File: src/rtl/cordic_sched.sv
// ---------------------------------------------------------------------------
// cordic_sched
//   Round-robin front end that shares one multi-cycle CORDIC core between two
//   angle requesters. A request is accepted over valid/ready, issued to the
//   core with a one-cycle start pulse, and the core's sin/cos are captured on
//   done and returned, tagged with the requester id, over a valid/ready
//   response channel. Exactly one transaction is in flight at a time.
//
// Configuration macro:
//   CORDIC_SCHED_TIMEOUT_EN  - when defined, WAIT aborts after TIMEOUT_CYC
//                              cycles without core_done and returns
//                              sin=cos=0 with rsp_err=1. When undefined, WAIT
//                              waits indefinitely and rsp_err is tied to 0.
//
// Ports:
//   clk, rst_n                   clock, synchronous active-low reset
//   req0_valid/beta/ready        requester 0 angle handshake
//   req1_valid/beta/ready        requester 1 angle handshake
//   core_start, core_beta        start pulse and angle to the core
//   core_done, core_sin/cos      core result strobe and data
//   rsp_valid/id/sin/cos/err     response to the owning requester
//   rsp_ready                    response consumer accept
//   busy                         a transaction is in flight
// ---------------------------------------------------------------------------
module cordic_sched #(
    parameter int W           = 17,
    parameter int ITER        = 9,
    parameter int TIMEOUT_CYC = 32
) (
    input  logic         clk,
    input  logic         rst_n,
    input  logic         req0_valid,
    input  logic [W-1:0] req0_beta,
    output logic         req0_ready,
    input  logic         req1_valid,
    input  logic [W-1:0] req1_beta,
    output logic         req1_ready,
    output logic         core_start,
    output logic [W-1:0] core_beta,
    input  logic         core_done,
    input  logic [W-1:0] core_sin,
    input  logic [W-1:0] core_cos,
    output logic         rsp_valid,
    output logic         rsp_id,
    output logic [W-1:0] rsp_sin,
    output logic [W-1:0] rsp_cos,
    output logic         rsp_err,
    input  logic         rsp_ready,
    output logic         busy
);

    // The abort window must leave room for a core that runs its full ITER.
    if (TIMEOUT_CYC <= ITER + 2) begin : g_bad_timeout
        $error("cordic_sched: TIMEOUT_CYC must exceed ITER+2");
    end

    typedef enum logic [1:0] {
        S_IDLE  = 2'd0,
        S_ISSUE = 2'd1,
        S_WAIT  = 2'd2,
        S_RESP  = 2'd3
    } state_e;

    state_e         state_q, state_d;
    logic           last_grant_q, last_grant_d;
    logic           id_q, id_d;
    logic [W-1:0]   beta_q, beta_d;
    logic [W-1:0]   sin_q, sin_d;
    logic [W-1:0]   cos_q, cos_d;

`ifdef CORDIC_SCHED_TIMEOUT_EN
    localparam int TW = (TIMEOUT_CYC > 1) ? $clog2(TIMEOUT_CYC) : 1;
    localparam logic [TW-1:0] TIMER_LAST = TW'(TIMEOUT_CYC - 1);
    logic [TW-1:0]  timer_q, timer_d;
    logic           err_q, err_d;
`endif

    // ---------------------------------------------------------------------
    // Round-robin grant. With both valid, the requester that did not win
    // last time is chosen; a lone valid requester always wins.
    // ---------------------------------------------------------------------
    logic grant_valid;
    logic grant_id;

    always_comb begin
        grant_valid = req0_valid | req1_valid;
        grant_id    = 1'b0;
        if (req0_valid && req1_valid) begin
            grant_id = ~last_grant_q;
        end else if (req1_valid) begin
            grant_id = 1'b1;
        end
    end

    // Ready is only offered in IDLE and is held low while reset is asserted,
    // so no handshake can appear to complete during reset.
    logic offer;
    assign offer      = rst_n && (state_q == S_IDLE) && grant_valid;
    assign req0_ready = offer && (grant_id == 1'b0);
    assign req1_ready = offer && (grant_id == 1'b1);

    // ---------------------------------------------------------------------
    // Next-state logic
    // ---------------------------------------------------------------------
    always_comb begin
        // NOTE: every variable gets its hold value first, so no branch below
        // can leave one unassigned and infer a latch.
        state_d      = state_q;
        last_grant_d = last_grant_q;
        id_d         = id_q;
        beta_d       = beta_q;
        sin_d        = sin_q;
        cos_d        = cos_q;
`ifdef CORDIC_SCHED_TIMEOUT_EN
        timer_d      = timer_q;
        err_d        = err_q;
`endif

        case (state_q)
            S_IDLE: begin
                // grant_valid implies the granted requester's valid is high,
                // so an offered ready is always a completed handshake.
                if (grant_valid) begin
                    beta_d       = grant_id ? req1_beta : req0_beta;
                    id_d         = grant_id;
                    last_grant_d = grant_id;
                    state_d      = S_ISSUE;
                end
            end

            S_ISSUE: begin
`ifdef CORDIC_SCHED_TIMEOUT_EN
                timer_d = '0;
`endif
                state_d = S_WAIT;
            end

            S_WAIT: begin
                // core_done is tested first so a result arriving on the
                // expiry cycle beats the abort.
                if (core_done) begin
                    sin_d   = core_sin;
                    cos_d   = core_cos;
`ifdef CORDIC_SCHED_TIMEOUT_EN
                    err_d   = 1'b0;
`endif
                    state_d = S_RESP;
                end
`ifdef CORDIC_SCHED_TIMEOUT_EN
                else if (timer_q == TIMER_LAST) begin
                    sin_d   = '0;
                    cos_d   = '0;
                    err_d   = 1'b1;
                    state_d = S_RESP;
                end else begin
                    timer_d = timer_q + 1'b1;
                end
`endif
            end

            S_RESP: begin
                if (rsp_ready) begin
                    state_d = S_IDLE;
                end
            end

            default: state_d = S_IDLE;
        endcase
    end

    // ---------------------------------------------------------------------
    // State registers (synchronous reset)
    // ---------------------------------------------------------------------
    always_ff @(posedge clk) begin
        // NOTE: non-blocking assignments keep every flop sampling the
        // pre-edge values, independent of statement order.
        if (!rst_n) begin
            state_q      <= S_IDLE;
            last_grant_q <= 1'b1;
            id_q         <= 1'b0;
            beta_q       <= '0;
            sin_q        <= '0;
            cos_q        <= '0;
`ifdef CORDIC_SCHED_TIMEOUT_EN
            timer_q      <= '0;
            err_q        <= 1'b0;
`endif
        end else begin
            state_q      <= state_d;
            last_grant_q <= last_grant_d;
            id_q         <= id_d;
            beta_q       <= beta_d;
            sin_q        <= sin_d;
            cos_q        <= cos_d;
`ifdef CORDIC_SCHED_TIMEOUT_EN
            timer_q      <= timer_d;
            err_q        <= err_d;
`endif
        end
    end

    // ---------------------------------------------------------------------
    // Outputs
    // ---------------------------------------------------------------------
    assign core_start = (state_q == S_ISSUE);
    assign core_beta  = beta_q;
    assign rsp_valid  = (state_q == S_RESP);
    assign rsp_id     = id_q;
    assign rsp_sin    = sin_q;
    assign rsp_cos    = cos_q;
    assign busy       = (state_q != S_IDLE);

`ifdef CORDIC_SCHED_TIMEOUT_EN
    assign rsp_err = err_q;
`else
    assign rsp_err = 1'b0;
`endif

endmodule

File: config.mk
export PLATFORM = sky130hd
export DESIGN_NAME = cordic_sched
export DESIGN_NICKNAME = d
export VERILOG_FILES = /design/src/rtl/cordic_sched.sv
export SDC_FILE = /design/constraint.sdc
export NUM_CORES = 1
export LEC_CHECK = 0
export ABC_CLOCK_PERIOD_IN_PS = 1500
export BUFFER_PORTS_ARGS = -buffer_cell sky130_fd_sc_hd__buf_2
export CAP_MARGIN = 10
export CORE_MARGIN = 8
export CORE_UTILIZATION = 39
export DETAILED_ROUTE_END_ITERATION = 10
export PLACE_DENSITY_LB_ADDON = 0.15
export SYNTH_ARGS = -nofsm -noshare
export SYNTH_HDL_FRONTEND = slang
export SYNTH_SLANG_ARGS = --single-unit
File: constraint.sdc
create_clock -name clk -period 1.5 [get_ports clk]
set_input_delay 0.3 -clock clk [delete_from_list [all_inputs] [get_ports clk]]
set_output_delay 0.3 -clock clk [all_outputs]
set_load 0.1 [all_outputs]
==> results.txt <==
----------------------------------------------------
[Outcome]
  Status ... finished, violations left
  Failing checks ... negative setup slack

[Routing]
  Routed wire length per instance ... around 14 um
  1st-iter DRT viols ... 89
  Max layer used ... met4
  Met3 routed WL ... 648 um
  Detailed-route wire length on metal 1 ... 2.86 mm
  Count of vias placed by the detailed router ... ~2300
  Per-cell via count in the routed design ... approximately 4.7
  Final antenna-violating net count ... 0
  Total DRC errors in the routed layout ... 0
  Routed Wire Length ... approximately 6.9 mm
  Number of search-and-repair iterations in the first detailed-routing pass ... 4
  Met2 routed WL ... 3.28 mm

[Floorplan]
  Top-level I/O count ... 132
  Count of standard-cell rows ... 27
  Core Area ... 5570 um^2
  Die Area ... 8510 um^2
  Die width ... 92.2 um
  Starting density of the core ... 0.407
  Height of the chip ... slightly above 90 um

[Setup path]
  CP Launch Type ... flop
  Category of the most critical setup path ... flop to primary output
  End of the worst register-to-register path ... state_q[1]$_SDFFE_PN0P_
  Count of cells along the worst register-to-register path ... 6
  Setup crit end kind ... primary output
  Data required, critical path ... 1.20 ns
  Arr. time, crit path ... 1.33 ns
  Beginning of the worst register-to-register path ... state_q[0]$_SDFFE_PN0P_
  Maximum fanout along the worst path ... 3
  Worst reg-to-reg setup slack ... about 0.040 ns

[STA]
  Shortest clock period the worst path allows after layout ... 1.63 ns
  Setup repair after global routing missed its margin ... yes
  Ratio of final minimum period to clock period ... 1.09
  Max-slew violation count ... 0
  Worst Slack Setup Final ... -0.131 ns
  Number of hold-slack violations in the final timing report ... 0
  Setup violations, final ... 2
  Achievable Freq ... approximately 0.61 GHz
  Clock tree skew after final layout ... 0.00516 ns
  Final total negative setup slack ... -0.258 ns

[Clock network]
  Clock buffer depth ... 2
  Hold Buf Count CTS ... 0
  Sinks on Clock Net ... 55
  Clock transition at the registers of the reported paths ... 0.09 ns
  Clock buffers created by TritonCTS ... 5
  Clock H-tree levels ... 2
  CTS tree ... yes
  Clock tree root buffer cell ... clkbuf_8
  Latest clock arrival within the worst-skew pair ... 0.30 ns

[Power and ir drop]
  Net switching power figure ... roughly 3.8 mW
  Pleak ... 1.57 nW
  Part of the power in the clock network ... 0.122
  Share of power burned in registers ... 0.266
  Cell area power density ... 2150 nW/um^2
  Pint ... 3.31 mW
  Comb power frac ... 0.612
  Proportion of total power due to net switching ... 0.536
  Maximum VDD drop ... approximately 1400 uV

[Synthesis]
  Dominant synthesized flop cell ... dfxtp_1
  Top cells by count, synth ... nand2_1, dfxtp_1, a21oi_1, a21boi_0, o21ai_0
  Adder-cell share of the synthesized area ... 0.0276
  Number of nets in the synthesized netlist ... ~360
  Synthesized netlist cell count ... 278
  #FFs+latches synth ... 55
  Fraction of the mapped netlist area in compound gates ... 0.260
  Combinational family with the most area after synthesis ... compound AO/OA/AOI/OAI gates
  Mux share of post-synthesis cell area ... 0.00883
  EDFF count, synth ... 0
  Area share of xor/xnor cells in the synthesized design ... 0
  Avg Inst Size Synth ... a little over 8 um^2
  Yosys top cell by area ... dfxtp_1
  Area contributors post-synth ... dfxtp_1, nand2_1, a21boi_0, a21oi_1, o21ai_0
  Most frequent cell after synthesis ... nand2_1
  Synth top area share ... 0.486
  Simple-gate share of the synthesized area ... 0.163
  Netlist cell types ... 23
  Synth Cell Area ... between 2000 and 2500 um^2
  Async set or reset register ratio after synthesis ... 0
  Sequential area share after synthesis ... 0.486
  Warning count from the yosys run ... 0

[Place]
  Placer's final routability congestion estimate ... 0.782
  Count of input and output buffers ... 130
  Placement-stage worst setup slack ... 0.0381 ns
  Detail Placement HPWL ... 5.32 mm

[Global routing]
  Final global-route overflow total ... 0
  Overall global routing resource usage ... 0.158
  Number of antenna violations at the first check in global routing ... 0
  Via count of the first global-routing pass ... 2316
  Maximum number of pins on one net before global-route repair ... 32
  First-pass GRT wire length ... approximately 11 mm

[Hold path]
  Startpoint of the tightest hold check path ... req0_beta[6]
  Endpoint, Worst Hold ... core_beta[6]$_SDFFE_PN0P_
  Worst Hold Depth ... 3
  Kind of path behind the tightest hold check ... input pin to flop

[Final layout]
  Area added between synthesis and finish ... 46.5%
  Post-layout nets ... 492
  Final antenna diode count ... 0
  Layout fillers ... between 500 and 600
  Layout cells sized above 1 ... 0.415

[Flow run]
  Number of maximum-capacitance violations ... 0

----------------------------------------------------
-- critical path, cell delays in order (launching register included) --
cell     delay (ns)
dfxtp_2        0.33
inv_2          0.07
ha_4           0.16
o21a_4         0.12
and3_4         0.18
buf_12         0.17
-- layout by cell type (no fill, tap or decap), types with 2 or more instances in the layout --
cell type  count
buf_4         16
dfxtp_2        2
inv_1          2
a21boi_0      34
buf_12         6
inv_2          2
dfxtp_1       53
o21ai_0       18
a21oi_1       35
ha_4           4
mux2i_1        2
nand2_1       89
buf_2        125
clkbuf_8       7
and3_4         2
-- per-layer routing --
layer	vias up	GRT usage
li1	1181	-
met1	1012	0.179
met2	82	0.261
met3	6	0.0676
met4	0	0.0537
met5	-	0
-- timing repair --
item,CTS,global route
endpoints found under the setup margin,3,28
resized for setup,10,9
buffers inserted,2,1
hold endpoints to repair,0,0
pin swaps,2,2
-- registers in the layout (all words and copies together) (netlist names) --
name	cells
core_beta	17
last_grant_q	1
rsp_cos	17
rsp_id	1
rsp_sin	17
state_q	2
-- area by class of cell --
type | count | area [um^2] | share of cell area
Clock buffer | 8 | 100 | 0.0301
Tap cell | 72 | 90.1 | 0.0271
Inverter | 5 | 21.3 | 0.00641
Timing Repair Buffer | 149 | 892 | 0.269
Multi-Input combinational cell | 197 | 1110 | 0.335
Sequential cell | 55 | 1100 | 0.332
-- power groups by stage --
stage	clock network [mW]	logic (mW)	registers, mW
after floorplan	0	1.35	3.71
after global placement	0	4.09	1.91
after detailed placement	0	4.13	1.92
after CTS	0.896	4.24	1.90
after global routing	0.957	4.60	1.93
final	0.866	4.36	1.90
-- stage by stage --
stage / hold slack (ns) / area (um^2) / utilization / std cells / power [mW]
6_report: 0.223 / 3320 / 0.596 / 486 / 7.13
5_1_grt: 0.215 / 3320 / 0.596 / 486 / 7.49
4_1_cts: 0.215 / 3270 / 0.587 / 485 / 7.03
3_5_place_dp: 0.453 / 3120 / 0.560 / 475 / 6.04
3_3_place_gp: 0.446 / 3120 / 0.560 / 475 / 5.99
2_1_floorplan: 0.434 / 2290 / - / 278 / 5.06
-- how the worst max path moves through the flow --
stage | from | to | slack (ns) | cells after the start
6_report | state_q[0]$_SDFFE_PN0P_ | req0_ready | -0.13 | 5
5_1_grt | state_q[0]$_SDFFE_PN0P_ | req0_ready | -0.19 | 5
4_1_cts | state_q[1]$_SDFFE_PN0P_ | req1_ready | -0.15 | 5
3_5_place_dp | state_q[0]$_SDFFE_PN0P_ | req1_ready | 0.04 | 5
3_3_place_gp | state_q[0]$_SDFFE_PN0P_ | req1_ready | 0.07 | 5
2_1_floorplan | state_q[0]$_SDFFE_PN0P_ | req0_ready | -0.22 | 6
-- cells by family after synthesis --
family,after synthesis
muxes,2
DFF,55
buffers and inverters,26
other,1
and+or+nand+nor,95
AOI/OAI and AO/OA,94
adders and majority gates,5
No activity file was read; power rests on OpenSTA's default activity.
